**src/rtl/audio_filter_sequencer.sv**
```systemverilog
// Clock-enable and coefficient sequencer for the audio IIR / DC-blocker chain:
// fractional-rate NCO, sample divider, warm-up gating and a mute/swap/re-warm coefficient update.
module audio_filter_sequencer #(
    parameter int CLK_RATE    = 22580650,
    parameter int FLT_CE_RATE = 12965400,
    parameter int SAMPLE_DIV  = 512,
    parameter int IIR_WARMUP  = 3,
    parameter int DC_WARMUP   = 8192,
    parameter int MUTE_HOLD   = 64
) (
    input  logic        clk,
    input  logic        reset,
    input  logic        cfg_we,
    input  logic [2:0]  cfg_addr,
    input  logic [39:0] cfg_data,
    input  logic        cfg_rate,
    input  logic        cfg_commit,
    output logic        cfg_busy,
    output logic        cfg_done,
    output logic [39:0] cx,
    output logic [7:0]  cx0,
    output logic [7:0]  cx1,
    output logic [7:0]  cx2,
    output logic [23:0] cy0,
    output logic [23:0] cy1,
    output logic [23:0] cy2,
    output logic        iir_ce,
    output logic        iir_sample_ce,
    output logic        dc_ce,
    output logic        dc_sample_rate,
    output logic        dc_mute
);
    localparam int DW   = $clog2(SAMPLE_DIV);
    localparam int IW   = ($clog2(IIR_WARMUP + 1) < 1) ? 1 : $clog2(IIR_WARMUP + 1);
    localparam int SMAX = (DC_WARMUP > MUTE_HOLD) ? DC_WARMUP : MUTE_HOLD;
    localparam int SW   = ($clog2(SMAX + 1) < 1) ? 1 : $clog2(SMAX + 1);

    typedef enum logic [1:0] {ST_WARM, ST_RUN, ST_MUTE, ST_SWAP} state_t;

    typedef struct packed {
        logic [39:0] cx;
        logic [7:0]  cx0;
        logic [7:0]  cx1;
        logic [7:0]  cx2;
        logic [23:0] cy0;
        logic [23:0] cy1;
        logic [23:0] cy2;
    } coef_t;

    localparam coef_t COEF_RST = '{
        cx:  40'd4258969,
        cx0: 8'd3,
        cx1: 8'd2,
        cx2: 8'd1,
        cy0: 24'(-6216759),
        cy1: 24'd6143386,
        cy2: 24'(-2023767)
    };

    coef_t          shadow;
    coef_t          active;
    state_t         state;
    logic [31:0]    acc;
    logic [32:0]    nco_sum;
    logic           flt_ce;
    logic           sample_ce;
    logic           rate;
    logic [DW-1:0]  div_cnt;
    logic [DW-1:0]  div_last;
    logic [IW-1:0]  iir_cnt;
    logic [SW-1:0]  sce_cnt;
    logic           iir_en;

    assign nco_sum  = {1'b0, acc} + 33'(FLT_CE_RATE);
    assign div_last = rate ? DW'(SAMPLE_DIV / 2 - 1) : DW'(SAMPLE_DIV - 1);
    // Warm-up counter saturates at IIR_WARMUP, so reaching it is the enable.
    assign iir_en   = (iir_cnt == IW'(IIR_WARMUP));

    assign cx             = active.cx;
    assign cx0            = active.cx0;
    assign cx1            = active.cx1;
    assign cx2            = active.cx2;
    assign cy0            = active.cy0;
    assign cy1            = active.cy1;
    assign cy2            = active.cy2;
    assign iir_ce         = flt_ce & iir_en;
    assign iir_sample_ce  = sample_ce;
    assign dc_ce          = sample_ce;
    assign dc_sample_rate = rate;

    always_ff @(posedge clk or posedge reset) begin
        if (reset) begin
            shadow <= COEF_RST;
        end else if (cfg_we) begin
            case (cfg_addr)
                3'd0:    shadow.cx  <= cfg_data;
                3'd1:    shadow.cx0 <= cfg_data[7:0];
                3'd2:    shadow.cx1 <= cfg_data[7:0];
                3'd3:    shadow.cx2 <= cfg_data[7:0];
                3'd4:    shadow.cy0 <= cfg_data[23:0];
                3'd5:    shadow.cy1 <= cfg_data[23:0];
                3'd6:    shadow.cy2 <= cfg_data[23:0];
                default: ;
            endcase
        end
    end

    always_ff @(posedge clk or posedge reset) begin
        if (reset) begin
            active    <= COEF_RST;
            state     <= ST_WARM;
            rate      <= 1'b0;
            acc       <= '0;
            flt_ce    <= 1'b0;
            div_cnt   <= '0;
            sample_ce <= 1'b0;
            iir_cnt   <= '0;
            sce_cnt   <= '0;
            dc_mute   <= 1'b1;
            cfg_busy  <= 1'b1;
            cfg_done  <= 1'b0;
        end else begin
            cfg_done <= 1'b0;
            if (state == ST_SWAP) begin
                // Restart both enable generators and warm-ups; enables landing here are dropped.
                active    <= shadow;
                rate      <= cfg_rate;
                acc       <= '0;
                flt_ce    <= 1'b0;
                div_cnt   <= '0;
                sample_ce <= 1'b0;
                iir_cnt   <= '0;
                sce_cnt   <= '0;
                dc_mute   <= 1'b1;
                cfg_busy  <= 1'b1;
                state     <= ST_WARM;
            end else begin
                if (nco_sum >= 33'(CLK_RATE)) begin
                    acc    <= 32'(nco_sum - 33'(CLK_RATE));
                    flt_ce <= 1'b1;
                end else begin
                    acc    <= nco_sum[31:0];
                    flt_ce <= 1'b0;
                end

                sample_ce <= (div_cnt == div_last);
                div_cnt   <= (div_cnt == div_last) ? '0 : div_cnt + DW'(1);

                if (flt_ce && !iir_en)
                    iir_cnt <= iir_cnt + IW'(1);

                case (state)
                    ST_WARM: begin
                        if (sample_ce && sce_cnt != SW'(DC_WARMUP)) begin
                            sce_cnt <= sce_cnt + SW'(1);
                            if (sce_cnt == SW'(DC_WARMUP - 1))
                                dc_mute <= 1'b0;
                        end
                        if (iir_en && !dc_mute) begin
                            state    <= ST_RUN;
                            cfg_done <= 1'b1;
                            cfg_busy <= 1'b0;
                        end
                    end
                    ST_RUN: begin
                        if (cfg_commit) begin
                            state    <= ST_MUTE;
                            cfg_busy <= 1'b1;
                            dc_mute  <= 1'b1;
                            sce_cnt  <= '0;
                        end
                    end
                    ST_MUTE: begin
                        // Same counter now measures the mute hold before the swap.
                        if (sample_ce) begin
                            if (sce_cnt == SW'(MUTE_HOLD - 1))
                                state <= ST_SWAP;
                            else
                                sce_cnt <= sce_cnt + SW'(1);
                        end
                    end
                    default: ;
                endcase
            end
        end
    end
endmodule

```
**config.mk**
```make
export PLATFORM = sky130hd
export DESIGN_NAME = audio_filter_sequencer
export DESIGN_NICKNAME = d
export VERILOG_FILES = /design/src/rtl/audio_filter_sequencer.sv
export SDC_FILE = /design/constraint.sdc
export NUM_CORES = 1
export LEC_CHECK = 0
export CORE_MARGIN = 2
export CORE_UTILIZATION = 45
export CTS_BUF_LIST = sky130_fd_sc_hd__clkbuf_16
export DETAILED_ROUTE_END_ITERATION = 8
export PLACE_DENSITY = 0.67
export SYNTH_ARGS = -nofsm -noshare
export SYNTH_HDL_FRONTEND = slang
export SYNTH_SLANG_ARGS = --single-unit
```
**constraint.sdc**
```tcl
create_clock -name clk -period 13.4 [get_ports clk]
set_clock_uncertainty 0.1 [all_clocks]
set_input_delay 3.35 -clock clk [delete_from_list [all_inputs] [get_ports clk]]
set_output_delay 3.35 -clock clk [all_outputs]
set_load 0.01 [all_outputs]
```
==> flow_summary_export.csv <==
group,metric,value,unit
floorplanning,start_util,45.7,%
logic_synthesis,yosys.area.top_type,"dfrtp_1",
drt,drc,0,
worst_hold_path,min_path_cells,1,
setup_path,crit_start,"reset",
drt,ant_nets,0,
clock_tree,clock-root-buffer,"clkbuf_16",
pwr,pwr-share-comb,5.7,%
sta,rsz0062_at_grt,"no",
setup_path,critical_path_class,"input port to asynchronous set/reset pin",
setup_path,crit_slowest_cell,"buf_4",
clock_tree,clock_latency,0.54,ns
logic_synthesis,yosysMostFrequentCell,"mux2_2",
drt,vias,9412,
global_routing,antenna_found_initial,0,
logic_synthesis,synth_area_per_cell,13.4,sq um
cells_and_area,drive_gt1_share,36.7,%
setup_path,timing.rr.end,"acc[20]",
clock_tree,htree_num_levels,2,
drt,drt-met1-wl,14200,um
sta,tightest_slew,1.03,ns
sta,whs,0.398,ns
logic_synthesis,synth_area,0.0149,sq mm
logic_synthesis,synth_top_area_share,38.7,%
sta,fin_crit_sh,41.9,%
drt,drtIter0Drc,445,
floorplanning,core_area,0.0325,sq mm
sta,fmax,178,MHz
drt,post_drt_wl_per_cell,18.0,um
setup_path,critical-path-top-delay-family,"buffers and inverters",
cells_and_area,diodes,0,
global_routing,grt_max_degree,145,
clock_tree,cts_tree,"yes",
floorplanning,die_w,186,um
pwr,seqPwrFrac,49.4,%
sta,drv_slew,0,
floorplanning,design.die.area,0.0345,sq mm
global_routing,grt-ovfl-total,0,
logic_synthesis,synth_common_cells,"mux2_2 (274), dfrtp_1 (230), dfstp_2 (106), nor2_1 (68), clkbuf_1 (34)",
drt,met2_length,14900,um
logic_synthesis,synth_cell_types,87,
clock_tree,cts_buffers,38,
pwr,p_sw_share,21.9,%
sta,setup_ws,7.79,ns
clock_tree,ctsResizeCount,0,
logic_synthesis,synth-seq-cells,336,
logic_synthesis,ys_warn_count,0,
setup_path,max_stage_delay,0.76,ns
cells_and_area,area_growth,24.6,%
setup_path,cp-endpoint,"cy2[4]",
setup_path,rr_worst_depth,12,
worst_hold_path,min_from,"shadow[67]",
setup_path,cp.required,13.89,ns
global_routing,grt_first_pass_wirelength,51400,um
place,globalplace.congestion,0.789,
flow_run,max_cap_viol_count,0,
global_routing,grt_pass1_vias,9653,
setup_path,path_cells,"clkdlybuf4s50_1 > inv_8 > buf_4 > buf_4",
drt,met3_length,2340,um
sta,final_hold_viol_count,0,
pwr,leakage,7.86,nW
clock_tree,cts.sinks,336,
floorplanning,rows,66,
setup_path,crit_path_start_kind,"input port",
clock_tree,path_clk_slew,0.06,ns
pwr,internal_power,1.86,mW
setup_path,crit_buf_inv,4,
setup_path,reg2reg_slack,8.41,ns
setup_path,worst_path_most_repeated_cell,"buf_4",
setup_path,crit_fanout,144,
clock_tree,clock_path_buffers,3,
cells_and_area,nNetsFinal,1360,
sta,setup_violations,0,
run_status,outcome,"finished, final reports clean",
drt,viasPerCell,5.31,
global_routing,track_usage,18.7,%
sta,finalCriticalPeriod,5.61,ns
worst_hold_path,min_path_type,"register to register",
pwr,power.net_switching,521,uW
pwr,pwr-share-clk,44.9,%
clock_tree,cts_hold_buf,0,
drt,drt-total-wl,32000,um
logic_synthesis,syn_inst,1108,
floorplanning,die_height,186,um
floorplanning,io_pins,191,
place,pre_cts_slack,7.04,ns
place,place_hpwl,20400,um
drt,drtPass1Iterations,6,
pwr,cellPowerDensity,129,mW/mm^2
setup_path,arrival,6.10,ns
cells_and_area,fillers,2701,
sta,fin_setup_tns,0,ns
setup_path,end_kind,"asynchronous set/reset pin",
place,port_buffers,190,
logic_synthesis,synth_nets,1168,
drt,dr.max_layer_used,"met4",
logic_synthesis,synth-async-reset-ratio,100,%
sta,relSlewSlack,31.6,%
clock_tree,post-cts-setup-buffers,0,
logic_synthesis,synth_ff_type,"dfrtp_1",
setup_path,r2r_start,"acc[3]",
logic_synthesis,ys_seq_area_share,57.5,%
logic_synthesis,synthTopCellsByArea,"dfrtp_1 (39%), mux2_2 (21%), dfstp_2 (19%)",
logic_synthesis,synth_edf_count,0,
pwr,max-vdd-ir-drop,0.000106,V
setup_path,path_depth,4,
==> worst min path at each step <==
| stage | end |
|---|---|
| floorplan | cx2[1] |
| global placement | shadow[45] |
| detailed placement | shadow[79] |
| CTS | cy0[2] |
| global route | shadow[2] |
| finish | cy0[19] |
==> registers in the layout (all words and copies together) (netlist names) <==
name / cells
acc: 31
cx: 40
state: 2
cx0: 8
cy1: 24
cx1: 8
dc_sample_rate: 1
cfg_busy: 1
iir_cnt: 2
div_cnt: 9
dc_mute: 1
flt_ce: 1
dc_ce: 1
cx2: 8
shadow: 136
cfg_done: 1
cy0: 24
sce_cnt: 14
cy2: 24
==> stage by stage <==
stage          power, mW  instance area [sq um]  cells  utilization [%]
2_1_floorplan       1.28                  14900   1108                -
3_3_place_gp        1.32                  17200   1702             52.8
3_5_place_dp        1.33                  17200   1702             52.8
4_1_cts             2.41                  18500   1772             56.9
5_1_grt             2.48                  18500   1772             56.9
6_report            2.38                  18500   1772             56.9
==> cell type report <==
cell class	count	area [sq um]	share of cell area (%)
sequential	336	8540	46.1
multi-input combinational	705	6030	32.6
timing repair buffer	203	2000	10.8
clock buffer	40	1000	5.41
tap	442	553	2.99
clock inverter	30	313	1.69
inverter	16	67.6	0.365
==> routing by layer <==
metal	vias to the layer above	global-route usage (%)
met3	46	6.24
li1	4367	-
met5	-	0
met2	207	29.7
met4	0	4.41
met1	4792	24.9
==> placed cells by master (no fill, tap or decap), types with 19 or more instances in the layout <==
cell type,Yosys,layout
nor2_1,68,68
xnor2_1,33,33
clkdlybuf4s50_1,0,190
mux2_2,274,274
nand2_1,29,29
dfstp_2,106,106
inv_1,16,23
dfrtp_1,230,230
xor2_1,23,23
nand3_1,20,20
o21ai_0,21,21
clkbuf_16,0,40
a21oi_1,19,19
==> cell families after synthesis <==
kind of cell    count (synthesis)  synth area share (%)
flops                         336                  57.5
mux                           282                  21.4
simple gates                  232                  8.41
compound gates                123                  6.37
buf+inv                        67                  2.04
xor+xnor                       56                  3.30
fa+ha+maj                      12                  1.01
==> power by group through the flow <==
| stage | Sequential, mW | Clock (mW) | Combinational [mW] |
|---|---|---|---|
| 2_1_floorplan | 1.17 | 0 | 0.103 |
| 3_3_place_gp | 1.19 | 0 | 0.134 |
| 3_5_place_dp | 1.19 | 0 | 0.139 |
| 4_1_cts | 1.17 | 1.10 | 0.140 |
| 5_1_grt | 1.18 | 1.14 | 0.152 |
| 6_report | 1.17 | 1.07 | 0.136 |
No activity file was read; power rests on OpenSTA's default activity.
